[config.mk]
export PLATFORM = sky130hd
export DESIGN_NAME = arith_encoder_feed_ctrl
export DESIGN_NICKNAME = d
export VERILOG_FILES = /design/src/rtl/arith_enc_ctrl_pkg.sv /design/src/rtl/arith_enc_sym_fifo.sv /design/src/rtl/arith_encoder_feed_ctrl.sv
export SDC_FILE = /design/constraint.sdc
export NUM_CORES = 1
export LEC_CHECK = 0
export CORE_ASPECT_RATIO = 1.5
export CORE_UTILIZATION = 60
export CTS_CLUSTER_DIAMETER = 60
export DETAILED_ROUTE_END_ITERATION = 7
export GPL_ROUTABILITY_DRIVEN = 0
export PLACE_DENSITY = 0.84
export SLEW_MARGIN = 25
export SYNTH_ARGS = -nofsm -noshare
export SYNTH_HDL_FRONTEND = slang
export SYNTH_HIERARCHICAL = 1
export SYNTH_SLANG_ARGS = --single-unit
[constraint.sdc]
create_clock -name general_clk -period 6.8 [get_ports general_clk]
set_input_delay 1.7 -clock general_clk [delete_from_list [all_inputs] [get_ports general_clk]]
set_output_delay 1.7 -clock general_clk [all_outputs]
set_load 0.03 [all_outputs]
[src/rtl/arith_enc_ctrl_pkg.sv]
// Shared types for the arithmetic-encoder feed controller: FSM states, buffered tuple, pipeline tag.
package arith_enc_ctrl_pkg;

  localparam int TUPLE_RANGE_W = 16;
  localparam int TUPLE_SYM_W   = 4;

  typedef enum logic [1:0] {
    IDLE  = 2'd0,
    RUN   = 2'd1,
    FLUSH = 2'd2
  } state_t;

  typedef struct packed {
    logic [TUPLE_RANGE_W-1:0] fl;
    logic [TUPLE_RANGE_W-1:0] fh;
    logic [TUPLE_SYM_W-1:0]   symbol;
    logic [TUPLE_SYM_W:0]     nsyms;
    logic                     last;
  } sym_tuple_t;

  typedef struct packed {
    logic valid;
    logic last;
  } tag_t;

endpackage

[src/rtl/arith_enc_sym_fifo.sv]
// Synchronous FIFO for symbol tuples; a push is readable from the next cycle, never the same one.
// wr_rdy drops when full; rd_vld drops when empty.
module arith_enc_sym_fifo #(
  parameter int WIDTH = 8,
  parameter int DEPTH = 8
) (
  input  logic             general_clk,
  input  logic             reset,
  input  logic             wr_vld,
  output logic             wr_rdy,
  input  logic [WIDTH-1:0] wr_dat,
  output logic             rd_vld,
  input  logic             rd_rdy,
  output logic [WIDTH-1:0] rd_dat
);

  localparam int AW = $clog2(DEPTH);
  localparam logic [AW:0] FULL_COUNT = DEPTH[AW:0];

  logic [WIDTH-1:0] mem [DEPTH];
  logic [AW-1:0]    wr_ptr;
  logic [AW-1:0]    rd_ptr;
  logic [AW:0]      count;
  logic             push;
  logic             pop;

  assign wr_rdy = (count != FULL_COUNT);
  assign rd_vld = (count != '0);
  assign rd_dat = mem[rd_ptr];
  assign push   = wr_vld && wr_rdy;
  assign pop    = rd_vld && rd_rdy;

  always_ff @(posedge general_clk) begin
    if (push) mem[wr_ptr] <= wr_dat;
  end

  // Pointers wrap naturally because DEPTH is a power of two.
  always_ff @(posedge general_clk or posedge reset) begin
    if (reset) begin
      wr_ptr <= '0;
      rd_ptr <= '0;
      count  <= '0;
    end else begin
      if (push) wr_ptr <= wr_ptr + 1'b1;
      if (pop)  rd_ptr <= rd_ptr + 1'b1;
      case ({push, pop})
        2'b10:   count <= count + 1'b1;
        2'b01:   count <= count - 1'b1;
        default: count <= count;
      endcase
    end
  end

endmodule

[src/rtl/arith_encoder_feed_ctrl.sv]
// Feeds buffered symbol tuples to the pipelined arithmetic encoder, tags them, and frames each stream.
// Results appear PIPE_LATENCY advances after a pop; out_ready=0 on a valid result freezes encoder and tags.
module arith_encoder_feed_ctrl
  import arith_enc_ctrl_pkg::*;
#(
  parameter int RANGE_WIDTH  = TUPLE_RANGE_W,
  parameter int LOW_WIDTH    = 24,
  parameter int SYMBOL_WIDTH = TUPLE_SYM_W,
  parameter int PIPE_LATENCY = 3,
  parameter int FIFO_DEPTH   = 8
) (
  input  logic                    general_clk,
  input  logic                    reset,
  input  logic                    in_valid,
  output logic                    in_ready,
  input  logic [RANGE_WIDTH-1:0]  in_fl,
  input  logic [RANGE_WIDTH-1:0]  in_fh,
  input  logic [SYMBOL_WIDTH-1:0] in_symbol,
  input  logic [SYMBOL_WIDTH:0]   in_nsyms,
  input  logic                    in_last,
  output logic                    enc_reset,
  output logic                    enc_advance,
  output logic [RANGE_WIDTH-1:0]  enc_fl,
  output logic [RANGE_WIDTH-1:0]  enc_fh,
  output logic [SYMBOL_WIDTH-1:0] enc_symbol,
  output logic [SYMBOL_WIDTH:0]   enc_nsyms,
  input  logic [RANGE_WIDTH-1:0]  enc_range,
  input  logic [LOW_WIDTH-1:0]    enc_low,
  output logic                    out_valid,
  input  logic                    out_ready,
  output logic [RANGE_WIDTH-1:0]  out_range,
  output logic [LOW_WIDTH-1:0]    out_low,
  output logic                    out_last,
  output logic                    busy
);

  state_t     state;
  sym_tuple_t wr_tuple;
  sym_tuple_t head;
  tag_t       tags [PIPE_LATENCY];
  tag_t       tag_in;
  logic       fifo_vld;
  logic       pop;
  logic       upper_busy;
  logic       flush_done;

  assign wr_tuple = '{fl: in_fl, fh: in_fh, symbol: in_symbol, nsyms: in_nsyms, last: in_last};

  arith_enc_sym_fifo #(
    .WIDTH($bits(sym_tuple_t)),
    .DEPTH(FIFO_DEPTH)
  ) u_fifo (
    .general_clk(general_clk),
    .reset      (reset),
    .wr_vld     (in_valid),
    .wr_rdy     (in_ready),
    .wr_dat     (wr_tuple),
    .rd_vld     (fifo_vld),
    .rd_rdy     (pop),
    .rd_dat     (head)
  );

  assign out_valid = tags[PIPE_LATENCY-1].valid;
  assign out_last  = tags[PIPE_LATENCY-1].last;
  assign out_range = enc_range;
  assign out_low   = enc_low;
  assign busy      = (state != IDLE);

  // The encoder and tags only move when the tail result is free to leave.
  assign enc_advance = (!out_valid || out_ready) &&
                       (((state == RUN) && fifo_vld) || (state == FLUSH));
  assign pop         = enc_advance && (state == RUN);
  assign tag_in      = pop ? '{valid: 1'b1, last: head.last} : '0;

  always_comb begin
    enc_fl     = '0;
    enc_fh     = '0;
    enc_symbol = '0;
    enc_nsyms  = '0;
    if (state == RUN) begin
      enc_fl     = head.fl;
      enc_fh     = head.fh;
      enc_symbol = head.symbol;
      enc_nsyms  = head.nsyms;
    end
  end

  // Flush ends on the advance that leaves every tag empty, i.e. the final result just left.
  always_comb begin
    upper_busy = 1'b0;
    for (int i = 0; i < PIPE_LATENCY - 1; i++) upper_busy = upper_busy | tags[i].valid;
    flush_done = enc_advance && !upper_busy;
  end

  always_ff @(posedge general_clk or posedge reset) begin
    if (reset) begin
      for (int i = 0; i < PIPE_LATENCY; i++) tags[i] <= '0;
    end else if (enc_advance) begin
      tags[0] <= tag_in;
      for (int i = 1; i < PIPE_LATENCY; i++) tags[i] <= tags[i-1];
    end else if (out_valid && out_ready) begin
      tags[PIPE_LATENCY-1] <= '0;
    end
  end

  always_ff @(posedge general_clk or posedge reset) begin
    if (reset) begin
      state     <= IDLE;
      enc_reset <= 1'b1;
    end else begin
      case (state)
        IDLE: begin
          if (fifo_vld) begin
            state     <= RUN;
            enc_reset <= 1'b0;
          end else begin
            enc_reset <= 1'b1;
          end
        end
        RUN: begin
          if (pop && head.last) state <= FLUSH;
        end
        FLUSH: begin
          if (flush_done) begin
            state     <= IDLE;
            enc_reset <= 1'b1;
          end
        end
        default: begin
          state     <= IDLE;
          enc_reset <= 1'b1;
        end
      endcase
    end
  end

endmodule

; After elaboration in Yosys (flattened, before gate mapping)
; Memory sizes are Yosys's and may differ from the RTL's.
; Cells that the tools add are included.
[totals]
romBits = 0
word_cells = 62
latchBits = 0
ff_bits = 19
memories = 1
inputBits = 86
ram_bits = 336
output_inout_bits = 87
[mem_list]
columns = memory, words, word_bits, read_ports, rd_ports_with_merged_regs, write_ports, line_no
row1 = u_fifo.mem, 8, 42, 1, 0, 1, arith_enc_sym_fifo.sv:20  ; logic [WIDTH-1:0] mem [DEPTH];
[op_classes]
bitwise = 2
order_cmp = 0
mul = 0
n_div = 0
n_reduce_logical = 19
eq_ne = 8
n_mux = 17
add_sub_neg = 4
shift = 0
[op_table]
columns = cell, n
row1 = $mux 16, 2
row2 = $mux 2, 6
row3 = $logic_and 1x1->1, 8
row4 = $pmux 4 s2, 1
row5 = $add 3x1->3 const B, 2
row6 = $pmux 2 s3, 1
row7 = $reduce_bool 2->1, 3
row8 = $mux 5, 1
row9 = $add 4x1->4 const B, 1
row10 = $eq 2x1->1 const B, 2
row11 = $eq 2x2->1 const B, 2
row12 = $mux 1, 4
row13 = $mux 4, 1
row14 = $ne 2x2->1 const B, 2
row15 = $ne 4x4->1 const B, 1
row16 = $reduce_bool 4->1, 1
row17 = $sub 4x1->4 const B, 1
row18 = $pmux 1 s3, 1
row19 = $reduce_and 3->1, 1
row20 = $logic_not 1->1, 2
row21 = $logic_not 2->1, 1
row22 = $logic_or 1x1->1, 2
row23 = $ne 2x1->1 const B, 1
row24 = $reduce_and 2->1, 1
row25 = 2 further kinds, 2

; Longest topological paths before layout
[depth]
word_depth = 8
depth_mapped = 10
mapped_depth_nobuf = 9

; Cells and area by module
; Netlist, hierarchy kept.
[modules_own_cells]
columns = module, n_inst, area_each_um2, cells_per_inst, seq_area_each_um2
row1 = arith_enc_sym_fifo, 1, 13306.5, 552, 10339.9
row2 = arith_encoder_feed_ctrl, 1, 1071.0, 128, 226.5

; Worst setup path before layout
; OpenSTA, ideal clock, no wires.
[synth_path]
path_type = input to register
startpoint = input port in_valid
endpoint = memory u_fifo/mem[0][0] (netlist bit) (enable)
t_required_ns = 6.307
cell_stages = 2
t_arrival_ns = 4.724
setup_time_ns = 0.493
slack_ns = 1.583
path_buffers = 0
path_cell_list = nand3b_1 -> nor3_1
[synth_via]
elab_chain_len = 3
[synth_lines]
columns = item, line_no
row1 = "start, declared", arith_encoder_feed_ctrl.sv:14  ; input logic in_valid,
row2 = $logic_and 1x1->1, arith_enc_sym_fifo.sv:30  ; assign push = wr_vld && wr_rdy;
row3 = $mux 1, arith_enc_sym_fifo.sv:34  ; if (push) mem[wr_ptr] <= wr_dat;
row4 = $mux 1 (implied by the code), arith_enc_sym_fifo.sv:34
row5 = "end, declared", arith_enc_sym_fifo.sv:20
; No other way between the ends.

==> impl_metrics.toml <==
[worst_hold_path]
min-delay-start = "enc_reset$_DFFE_PP1P_"
holdPathStages = 1
whs_endpoint = "enc_reset$_DFFE_PP1P_"
hold_path_class = "flop to flop"

[worst_setup_path]
worstPathRequired_ns = 5.10
critPathKind = "flop to output pin"
r2r-start = "state[0]$_DFFE_PP0P_"
r2r_cells = 9
reg2reg_slack_ns = 3.35
cp-start-kind = "flop"
worstPathMaxFanout = 43
regToRegEndpoint = "u_fifo/count[3]$_DFFE_PP0P_"
end_kind = "output pin"
arrival_ns = 3.71

[sta]
tns_ns = 0
finClkSkew_ns = 0.0160
slew_violations = 0
max_freq_mhz = 185
setup-violations-final = 0
fin_crit_ns = 5.41
rsz0062_at_grt = "false"
relSlewSlack_pct = 32.1
fin_ws_ns = 1.39
period_share_pct = 79.5
tightest_slew_ns = 1.02
finalHoldViolations = 0

[synth]
synth_common_cells = "edfxtp_1 (336), mux4_2 (75), mux2_2 (43)"
synthCells = 680
synth_warnings = 6
synth.most_common_cell = "edfxtp_1"
yosys.area.top_type = "edfxtp_1"
syn_area_sq_um = 14400
ys_top_cells_by_area = "edfxtp_1 (70%), mux4_2 (12%), mux2_2 (3.4%)"
synthFlopType = "edfxtp_1"
synth-edff-count = 336
ys_ff_latch = 355
syn_avg_cell_area_sq_um = 21.1
ys_async_sr_fraction_pct = 5.35
syn_nets = 772
synth_top_area_share_pct = 70.2
ys_seq_area_share_pct = 73.5
synth_cell_types = 52

[drt]
drt_drc_violations_left = 0
vias_per_cell = 6.09
drt_iter0_drc = 639
routed_wl_mm = 28.2
post_drt_wl_per_cell_um = 25.8
vias = 6654
ant_nets = 0
drt_pre_antenna_iters = 4

[cells_and_area]
drive_gt1_share_pct = 26.3
fin_nets = 841
utilization_pct = 69.7
fillCellCount = 1341
areaGrowthSynthToFinish_pct = 14.2
final_cells = 1093

[power]
p_per_area_nw_per_um2 = 453
p_leak_uw = 0.00536
ir_drop_v = 0.000245
power.total_uw = 7440

[global_route]
antenna_found_initial = 1
grt_overflow = 0
grt_util_all_layers_pct = 23.7
grt_max_degree = 58
grt_pass1_vias = 7076
grt_first_pass_wirelength_mm = 41.6

[clocking]
root_buffer = "clkbuf_16"
cts_max_level = 1
clockBufferDepth = 3
clkSlewWorstSetupHoldPaths_ns = 0.07
clock_latency_ns = 0.56
cts_hold_buf = 0
clock_sinks = 355
postCtsResizedCells = 0
post_cts_buffers = 0
cts_tree = "built"
cts_buffers = 31

[place]
place_inst = 1035
preCtsSetupSlack_ns = 1.87
dp_hpwl_mm = 16.0
port_buffers = 92

[floorplanning]
dieArea_sq_um = 24600
initial_core_util_pct = 61.0
die_h_um = 192
core_area_sq_um = 23600
rows = 69
die_w_um = 128
ios = 173

[job]
drv_cap = 0

[status]
outcome = "complete, no violations"
critical path, stage by stage (launching register included):
cell,delay [ns]
dfrtp_4,0.99
buf_4,0.44
mux4_1,0.63
mux2_2,0.30
and2_1,0.15
clkdlybuf4s50_1,0.60
power by group:
part | switching, uW | internal, uW
Clock | 773 | 1030
Sequential | 272 | 2770
Combinational | 1320 | 1270
layer usage:
layer  share of wire [%]  GRT usage (%)  vias up
met4                 4.5           13.6        0
met5                   0              0        -
met2                  53           41.4      282
met3                 6.4           3.20       91
met1                  36           28.1     3430
li1                    -              -     2851
kinds of logic after synthesis:
logic type	count (synthesis)	synth area share, %
adders and majority gates	6	0.574
buffers and inverters	80	3.81
and+or+nand+nor	83	3.52
AOI/OAI and AO/OA	16	0.870
muxes	134	17.4
xor gates and xnor gates	6	0.366
DFF	355	73.5
state kept, by name (all words and copies together), names as in the netlist:
name           flops
enc_reset          1
out_last           1
out_valid          1
state              2
tags               4
u_fifo/count       4
u_fifo/mem       336
u_fifo/rd_ptr      3
u_fifo/wr_ptr      3
worst max path at each step:
stage | startpoint | endpoint | slack, ns | cells past startpoint
floorplan | in_valid | u_fifo/mem[0][0]$_DFFE_PP_ | 1.58 | 2
global placement | out_ready | enc_advance | 1.91 | 4
detailed placement | out_ready | enc_advance | 1.87 | 4
CTS | u_fifo/rd_ptr[0]$_DFFE_PP0P_ | enc_fl[0] | 1.33 | 5
global route | u_fifo/rd_ptr[0]$_DFFE_PP0P_ | enc_fl[0] | 1.23 | 5
finish | u_fifo/rd_ptr[0]$_DFFE_PP0P_ | enc_fl[0] | 1.39 | 5
area by class of cell:
type	count	area (sq um)	share of cell area, %
well taps	319	399	2.43
repair buffers	107	1030	6.30
clock buffers	33	783	4.77
clock inverters	24	269	1.64
inverters	9	33.8	0.206
diodes	1	2.50	0.0152
flip-flops and latches	355	10600	64.4
multi-input cells	245	3320	20.2
per-stage QoR:
step                cell area, sq um  hold slack [ns]
floorplan                      14400            0.473
CTS                            16400            0.525
finish                         16400            0.521
detailed placement             15400            0.514
global placement               15400            0.493
global route                   16400            0.541
layout by cell type, fill, tap and decap left out, types with 3 or more instances in the layout:
cell type and count:
nand2_1 7, nor2_1 3, mux2_4 3, and2_1 41, mux4_2 75, bufinv_16 5
nor2_4 6, nand3_1 4, clkbuf_16 31, inv_1 8, clkinv_2 8, edfxtp_1 336
mux4_1 9, dfrtp_1 15, buf_4 15, ha_1 5, clkdlybuf4s50_1 92, xnor2_1 5
mux2_2 43, nor3b_1 3, clkinv_1 5, nand2b_1 4
No activity file was read; power rests on OpenSTA's default activity.
